==> config.mk <==
export PLATFORM = sky130hd
export DESIGN_NAME = bpsk_tx_scheduler
export DESIGN_NICKNAME = d
export VERILOG_FILES = /design/src/rtl/bpsk_tx_scheduler.sv
export SDC_FILE = /design/constraint.sdc
export NUM_CORES = 1
export LEC_CHECK = 0
export CAP_MARGIN = 10
export CORE_MARGIN = 2
export CORE_UTILIZATION = 40
export DETAILED_ROUTE_END_ITERATION = 8
export GPL_TIMING_DRIVEN = 0
export PLACE_DENSITY_LB_ADDON = 0.25
export REMOVE_ABC_BUFFERS = 1
export SLEW_MARGIN = 0
export SYNTH_ARGS = -nofsm -noshare
export SYNTH_HDL_FRONTEND = slang
export SYNTH_SLANG_ARGS = --single-unit
export TNS_END_PERCENT = 100
==> constraint.sdc <==
create_clock -name clk -period 3.25 [get_ports clk]
set_input_delay 0.4875 -clock clk [delete_from_list [all_inputs] [get_ports clk]]
set_output_delay 0.4875 -clock clk [all_outputs]
set_load 0.05 [all_outputs]
==> src/rtl/bpsk_tx_scheduler.sv <==
// BPSK transmit scheduler: queues good receiver words in a small FIFO and
// replays them one at a time to the modulator, holding each word on mod_data
// while mod_en is high for a fixed symbol window followed by an idle gap.
// Parity-error words and words arriving on a full FIFO are dropped and counted.
module bpsk_tx_scheduler #(
  parameter int ADDR_WIDTH    = 8,
  parameter int FIFO_DEPTH    = 4,
  parameter int SYMBOL_CYCLES = 16,
  parameter int GAP_CYCLES    = 2
) (
  input  logic                          clk,
  input  logic                          arst,
  input  logic                          rx_done,
  input  logic [ADDR_WIDTH:0]           rx_data,
  input  logic                          rx_err,
  input  logic                          clr,
  output logic                          mod_en,
  output logic [ADDR_WIDTH:0]           mod_data,
  output logic                          busy,
  output logic [$clog2(FIFO_DEPTH):0]   fifo_level,
  output logic [7:0]                    err_cnt,
  output logic                          ovf
);

  localparam int PW = $clog2(FIFO_DEPTH);
  localparam int LW = PW + 1;
  // Wide enough for the longer of the symbol and gap windows.
  localparam int CW = $clog2(SYMBOL_CYCLES + GAP_CYCLES + 1);

  typedef enum logic [1:0] {IDLE, LOAD, SEND, GAP} state_t;

  state_t                state_reg, state_next;
  logic [CW-1:0]         cnt_reg, cnt_next;
  logic [ADDR_WIDTH:0]   mem [FIFO_DEPTH];
  logic [PW-1:0]         wr_ptr_reg, rd_ptr_reg;
  logic [LW-1:0]         count_reg;
  logic                  mod_en_reg;
  logic [ADDR_WIDTH:0]   mod_data_reg;
  logic [7:0]            err_cnt_reg;
  logic                  ovf_reg;
  logic                  pop, push, full;

  // The only pop happens in LOAD, which is entered only with a non-empty FIFO.
  assign pop  = (state_reg == LOAD);
  assign full = (count_reg == LW'(FIFO_DEPTH));
  // A full FIFO still accepts a word when the head leaves on the same edge.
  assign push = rx_done && !rx_err && (!full || pop);

  // State and window-counter register.
  always_ff @(posedge clk or posedge arst) begin
    if (arst) begin
      state_reg <= IDLE;
      cnt_reg   <= '0;
    end else begin
      state_reg <= state_next;
      cnt_reg   <= cnt_next;
    end
  end

  // Next-state logic: LOAD is a single cycle, SEND and GAP are counted windows.
  always_comb begin
    state_next = state_reg;
    cnt_next   = cnt_reg;
    case (state_reg)
      IDLE: begin
        if (count_reg != '0) state_next = LOAD;
      end
      LOAD: begin
        state_next = SEND;
        cnt_next   = '0;
      end
      SEND: begin
        if (int'(cnt_reg) == SYMBOL_CYCLES - 1) begin
          cnt_next = '0;
          if (GAP_CYCLES == 0) state_next = IDLE;
          else                 state_next = GAP;
        end else begin
          cnt_next = cnt_reg + CW'(1);
        end
      end
      GAP: begin
        if (int'(cnt_reg) == GAP_CYCLES - 1) begin
          cnt_next   = '0;
          state_next = IDLE;
        end else begin
          cnt_next = cnt_reg + CW'(1);
        end
      end
      default: begin
        state_next = IDLE;
        cnt_next   = '0;
      end
    endcase
  end

  // FIFO storage; a read on the same edge as a write to the same slot returns the old word.
  always_ff @(posedge clk) begin
    if (push) mem[wr_ptr_reg] <= rx_data;
  end

  // FIFO pointers/occupancy and the registered modulator outputs.
  always_ff @(posedge clk or posedge arst) begin
    if (arst) begin
      wr_ptr_reg   <= '0;
      rd_ptr_reg   <= '0;
      count_reg    <= '0;
      mod_en_reg   <= 1'b0;
      mod_data_reg <= '0;
    end else begin
      if (push) wr_ptr_reg <= wr_ptr_reg + PW'(1);
      if (pop) begin
        rd_ptr_reg   <= rd_ptr_reg + PW'(1);
        mod_data_reg <= mem[rd_ptr_reg];
      end
      count_reg  <= count_reg + LW'(push) - LW'(pop);
      mod_en_reg <= (state_next == SEND);
    end
  end

  // Drop statistics; clr wins over a same-cycle increment or set.
  always_ff @(posedge clk or posedge arst) begin
    if (arst) begin
      err_cnt_reg <= '0;
      ovf_reg     <= 1'b0;
    end else if (clr) begin
      err_cnt_reg <= '0;
      ovf_reg     <= 1'b0;
    end else begin
      if (rx_done && rx_err && (err_cnt_reg != 8'hFF)) err_cnt_reg <= err_cnt_reg + 8'd1;
      if (rx_done && !rx_err && full && !pop) ovf_reg <= 1'b1;
    end
  end

  assign mod_en     = mod_en_reg;
  assign mod_data   = mod_data_reg;
  assign busy       = (state_reg != IDLE) || (count_reg != '0);
  assign fifo_level = count_reg;
  assign err_cnt    = err_cnt_reg;
  assign ovf        = ovf_reg;

endmodule
Yosys cells after proc, flatten, opt, wreduce, memory -nomap -nowiden --
Memory sizes are Yosys's and may differ from the RTL's. A register that Yosys moved wholly into a read port is not among the register bits. Cells that the tools add are included.
Operators by class: add/sub/neg operators 6, multipliers 0, divide/modulo/power cells 0, magnitude comparators 0, equal/unequal tests 8, shift operators 0, muxes and demuxes 13, bitwise logic cells 0, reduce and logical (&&, ||, !) cells 17
Operators by type and width (count):
- $mux W8 | 2
- $pmux W5 S3 | 1
- $mux W5 | 2
- $add A8 B1 Y8 const B | 1
- $ne A8 B8 Y1 const B | 1
- $pmux W2 S4 | 1
- $eq A2 B2 Y1 const B | 3
- $logic_and A1 B1 Y1 | 6
- $mux W2 | 3
- $reduce_bool A2 Y1 | 3
- $reduce_bool A3 Y1 | 2
- $add A5 B1 Y5 const B | 1
- $eq A5 B2 Y1 const B | 1
- $eq A5 B5 Y1 const B | 1
- $add A2 B1 Y2 const B | 2
- $mux W1 | 4
- $add A3 B1 Y3 | 1
- $eq A3 B3 Y1 const B | 1
- $logic_not A1 Y1 | 3
- $sub A3 B1 Y3 | 1
- $eq A2 B1 Y1 const B | 1
- $logic_not A2 Y1 | 1
- $logic_or A1 B1 Y1 | 2
Word-level totals: flip-flop bits (word level) 24, bits in latches 0, memory bits (writable) 36, ROM bits 0, bits of input ports 14, output and inout port bits 23, logic and storage cells 53, memories 1
Memory list:
- mem | depth 4, bits a word 9, read ports 1, clocked after memory_dff 1, write ports 1, RTL line 34 | logic [ADDR_WIDTH:0] mem [FIFO_DEPTH];

Depth between registers and ports, before layout --
word-level depth 6, mapped depth 10

Worst setup path before layout --
Ideal clock, no wire load.
kind register to register, from reg count_reg[1] (netlist: fifo_level[1]), to reg count_reg[2] (netlist: fifo_level[2]), arrival time 2512 ps, required time 3105 ps, path slack 593 ps, cell stages (with the launch flop) 11, clock period less this slack 2657 ps, cell sequence dfrtp_1 -> nor2_1 -> a311oi_4 -> inv_1 -> ha_1 -> inv_1 -> ha_1 -> inv_1 -> fa_1 -> xnor2_1 -> xnor2_1
On the way: longest elaborated chain between the ends 6
RTL lines:
- start: declaration | RTL line 36 | logic [LW-1:0] count_reg;
- start signal: assignment | RTL line 115 | count_reg <= count_reg + LW'(push) - LW'(pop);
- $eq A3 B3 Y1 | RTL line 45 | assign full = (count_reg == LW'(FIFO_DEPTH));
- $logic_not A1 Y1 | RTL line 47 | assign push = rx_done && !rx_err && (!full || pop);
- $logic_or A1 B1 Y1 | RTL line 47
- $logic_and A1 B1 Y1 | RTL line 47
- $add A3 B1 Y3 * | RTL line 115
- $sub A3 B1 Y3 * | RTL line 115
Mark *: on every way between the ends. The rest lies on a longest branch, timed or not. A chain may end at the register's enable or synchronous reset.

Worst setup path after layout --
from reg state_reg[1], to reg count_reg[2] (netlist: fifo_level[2])
On the way: longest elaborated chain between the ends 5
RTL lines:
- start: declaration | RTL line 32 | state_t state_reg, state_next;
- start signal: assignment | RTL line 55 | state_reg <= state_next;
- $eq A2 B1 Y1 * | RTL line 44 | assign pop = (state_reg == LOAD);
- $logic_or A1 B1 Y1 | RTL line 47
- $logic_and A1 B1 Y1 | RTL line 47
- $add A3 B1 Y3 | RTL line 115
- $sub A3 B1 Y3 * | RTL line 115
Marks and branches as above.

==> summary.md <==
| Metric | Value |
|---|---|
| IO Count | 37 |
| Count leader, synth | edfxtp_1 |
| Net Sw Frac | 37.0% |
| Worst slew margin | 56.8% |
| DRT iter0 DRCs | 58 |
| Die Ht | 90.8 um |
| Antenna cells | 0 |
| Worst VDD drop | 0.000315 V |
| Initial Utilization | 41.4% |
| Synth top area cells | edfxtp_1, dfrtp_1, mux4_2, ha_1, nand2_1 |
| Core ar. | 7290 um^2 |
| Design area | 3690 um^2 |
| Setup slack at placement | 0.289 ns |
| F_max | 352 MHz |
| Max_cap viols | 0 |
| Final period util | 87.5% |
| Dominant synthesized flop cell | edfxtp_1 |
| Residual DRC | 0 |
| Post-synth EDFFs | 36 |
| Total CTS buffers | 9 |
| DP Area | 3500 um^2 |
| P_int | 0.00194 W |
| Register area share after synthesis | 63.2% |
| Placed insts | 351 |
| Power density over the cells | 834 nW/um^2 |
| Crit-path max cell delay | 0.53 ns |
| Synth unique cells | 39 |
| Slew Viols, Final | 0 |
| Max reg flops | 36 |
| Flop pwr share | 43.8% |
| Min-Delay Path Class | input port to asynchronous set/reset pin |
| Die W | 90.8 um |
| First-pass GRT wire length | 9070 um |
| Clk Latency, worst-skew pair | 0.33 ns |
| Avg Cell Area, Syn | 13.6 um^2 |
| Routed len/inst | 14.6 um |
| CP Data Required Time | 3.47 ns |
| Row cnt | 31 |
| Min Tclk post-route | 2.84 ns |
| Maximum clock insertion buffer count | 2 |
| Fin cells | 367 |
| Worst path arrival time | 3.06 ns |
| CTS Hold Bufs | 0 |
| Clock root buffer | clkbuf_8 |
| Asr flop ratio synth | 47.8% |
| Setup TNS | 0 ns |
| RSZ-0062 raised after global routing | no |
| Number of global-route vias before repair | 1838 |
| Status | complete, no violations |
| Final core occ | 50.6% |
| CP max stage cell | dfrtp_1 |
| Final Hold Viols | 0 |
| Post-Syn Instances | 222 |
| Leakage dissipation | 1.43 nW |
| Htree depth | 3 |
| Area growth, synth to finish | 22.3% |
| Pin count of the biggest net entering global routing | 24 |
| Share of the synthesized area in the top cell type | 35.9% |
| Post-synth top area cell | edfxtp_1 |
| Nets | 289 |
| Final setup margin | 0.406 ns |
| Clock share of power | 21.4% |
| Yosys warning count | 0 |
| Routed length on met1 | 2390 um |
| GRT Overall Usage | 14.3% |
| Remaining antenna violation count | 0 |
| Via Count | 1814 |
| Final setup viols | 0 |
| Via/cell ratio | 4.94 |
| Routed met3 length | 311 um |
| P_sw | 0.00114 W |
| Worst-path cell chain | nand2b_2 -> a311oi_4 -> inv_1 -> ha_1 -> inv_1 -> ha_1 -> inv_1 -> fa_1 -> xnor2_1 -> xnor2_1 |
| Share of post-route cells with drive strength above 1 | 11.2% |
| Kind of critical path | flip-flop to flip-flop |
| Pin slew with the least headroom to its limit | 0.647 ns |
| Worst path most repeated cell | inv_1 |
| Critical path buffers and inverters | 3 |
| CTS sink count | 69 |
| Area of the mapped netlist | 3020 um^2 |
| First-pass DRT Iterations | 4 |
| Crit Path Max Fanout | 15 |
| Worst clock skew | 0.00733 ns |
| Comb pwr share | 34.9% |
| Routed WL | 5350 um |
| Die area | 8250 um^2 |
| Worst-path clk slew | 0.07 ns |
| Largest delay contributor family on the critical path | adder cells |
| Gates resized, CTS repair | 0 |
| Total gr overflow | 0 |
| Worst setup SP type | flip-flop |
| Initial antenna violation count | 0 |
| Setup bufs post-CTS | 0 |
| CTS tree | built |
| Top Metal Used | met4 |
| Met2 routed WL | 2590 um |
| Element type at the critical path end | flip-flop |
| I/O Buffers | 36 |
| Top post-synthesis cells by count | edfxtp_1, nand2_1, dfrtp_1 |
| HPWL Detailed | 3670 um |
| #FFs+latches synth | 69 |
| Placer congestion estimate | 0.826 |
routing by layer:
metal / GRT usage (%) / up-vias
met5: 0 / -
met4: 4.92 / 0
met3: 5.43 / 6
met2: 22.6 / 48
met1: 18.1 / 882
li1: - / 878
worst register-to-register path, delay by kind of cell (launching register included):
family	cells	cell delay [ns]
adder cells (fa/ha/maj)	3	0.79
flip-flops	1	0.53
AO/OA/AOI/OAI	1	0.51
AND/OR/NAND/NOR	1	0.42
XOR/XNOR	2	0.28
buffers and inverters	3	0.20
cell families after synthesis:
logic type | Yosys count | synth area share [%]
adder cells (fa/ha/maj) | 12 | 5.23
multiplexers | 15 | 8.76
flip-flops | 69 | 63.2
XOR/XNOR | 7 | 2.03
buffers and inverters | 19 | 2.49
AO/OA/AOI/OAI | 20 | 4.90
AND/OR/NAND/NOR | 80 | 13.4
layout by cell type (no fill, tap or decap), types with 3 or more instances in the layout:
| cell | synthesis | layout |
|---|---|---|
| mux2i_1 | 5 | 5 |
| or4_1 | 3 | 3 |
| xnor2_1 | 6 | 6 |
| nand4b_1 | 3 | 3 |
| inv_1 | 12 | 12 |
| nand2_1 | 34 | 34 |
| ha_1 | 11 | 11 |
| o21ai_0 | 3 | 3 |
| edfxtp_1 | 36 | 36 |
| nand2b_1 | 4 | 4 |
| nor3_1 | 3 | 3 |
| nand3b_1 | 3 | 3 |
| nand3_1 | 6 | 6 |
| clkbuf_8 | 0 | 9 |
| mux4_2 | 9 | 9 |
| dfrtp_1 | 33 | 33 |
| a21oi_1 | 4 | 4 |
| clkdlybuf4s50_1 | 0 | 36 |
| nor2_1 | 12 | 12 |
| and2_1 | 4 | 4 |
area by class of cell:
| cell class | instances | area [um^2] |
|---|---|---|
| timing repair buffer | 37 | 388 |
| clock buffer | 9 | 124 |
| multi-input combinational | 134 | 1030 |
| inverter | 12 | 45.0 |
| clock inverter | 7 | 66.3 |
| fill | 664 | 3600 |
| tap | 99 | 124 |
| sequential | 69 | 1910 |
path summary, 6_finish.rpt:
path | depth (start not counted) | to | startpoint | slack, ns
min in group clk | 2 | mod_data[6]$_DFFE_PP0N_ | mod_data[6]$_DFFE_PP0N_ | 0.48
max in group asynchronous | 3 | mod_data[1]$_DFFE_PP0N_ | arst | 2.26
min reg2reg | 2 | mod_data[6]$_DFFE_PP0N_ | mod_data[6]$_DFFE_PP0N_ | 0.48
max reg2reg | 10 | fifo_level[2]$_DFF_PP0_ | state_reg[1]$_DFF_PP0_ | 0.41
min | 2 | err_cnt[0]$_DFFE_PP0P_ | arst | 0.48
max | 10 | fifo_level[2]$_DFF_PP0_ | state_reg[1]$_DFF_PP0_ | 0.41
stage by stage:
step           hold WS (ns)  power (W)
2_1_floorplan         0.489    0.00210
3_3_place_gp          0.461    0.00242
3_5_place_dp          0.469    0.00246
4_1_cts               0.473    0.00313
5_1_grt               0.510    0.00328
6_report              0.478    0.00308
power by group through the flow:
stage | Combinational (W) | Sequential [W] | Clock, W
floorplan | 0.000515 | 0.00159 | 0
global placement | 0.00106 | 0.00136 | 0
detailed placement | 0.00109 | 0.00137 | 0
CTS | 0.00109 | 0.00135 | 0.000682
global route | 0.00118 | 0.00139 | 0.000717
finish | 0.00107 | 0.00135 | 0.000658
(Power assumes the default switching activity.)
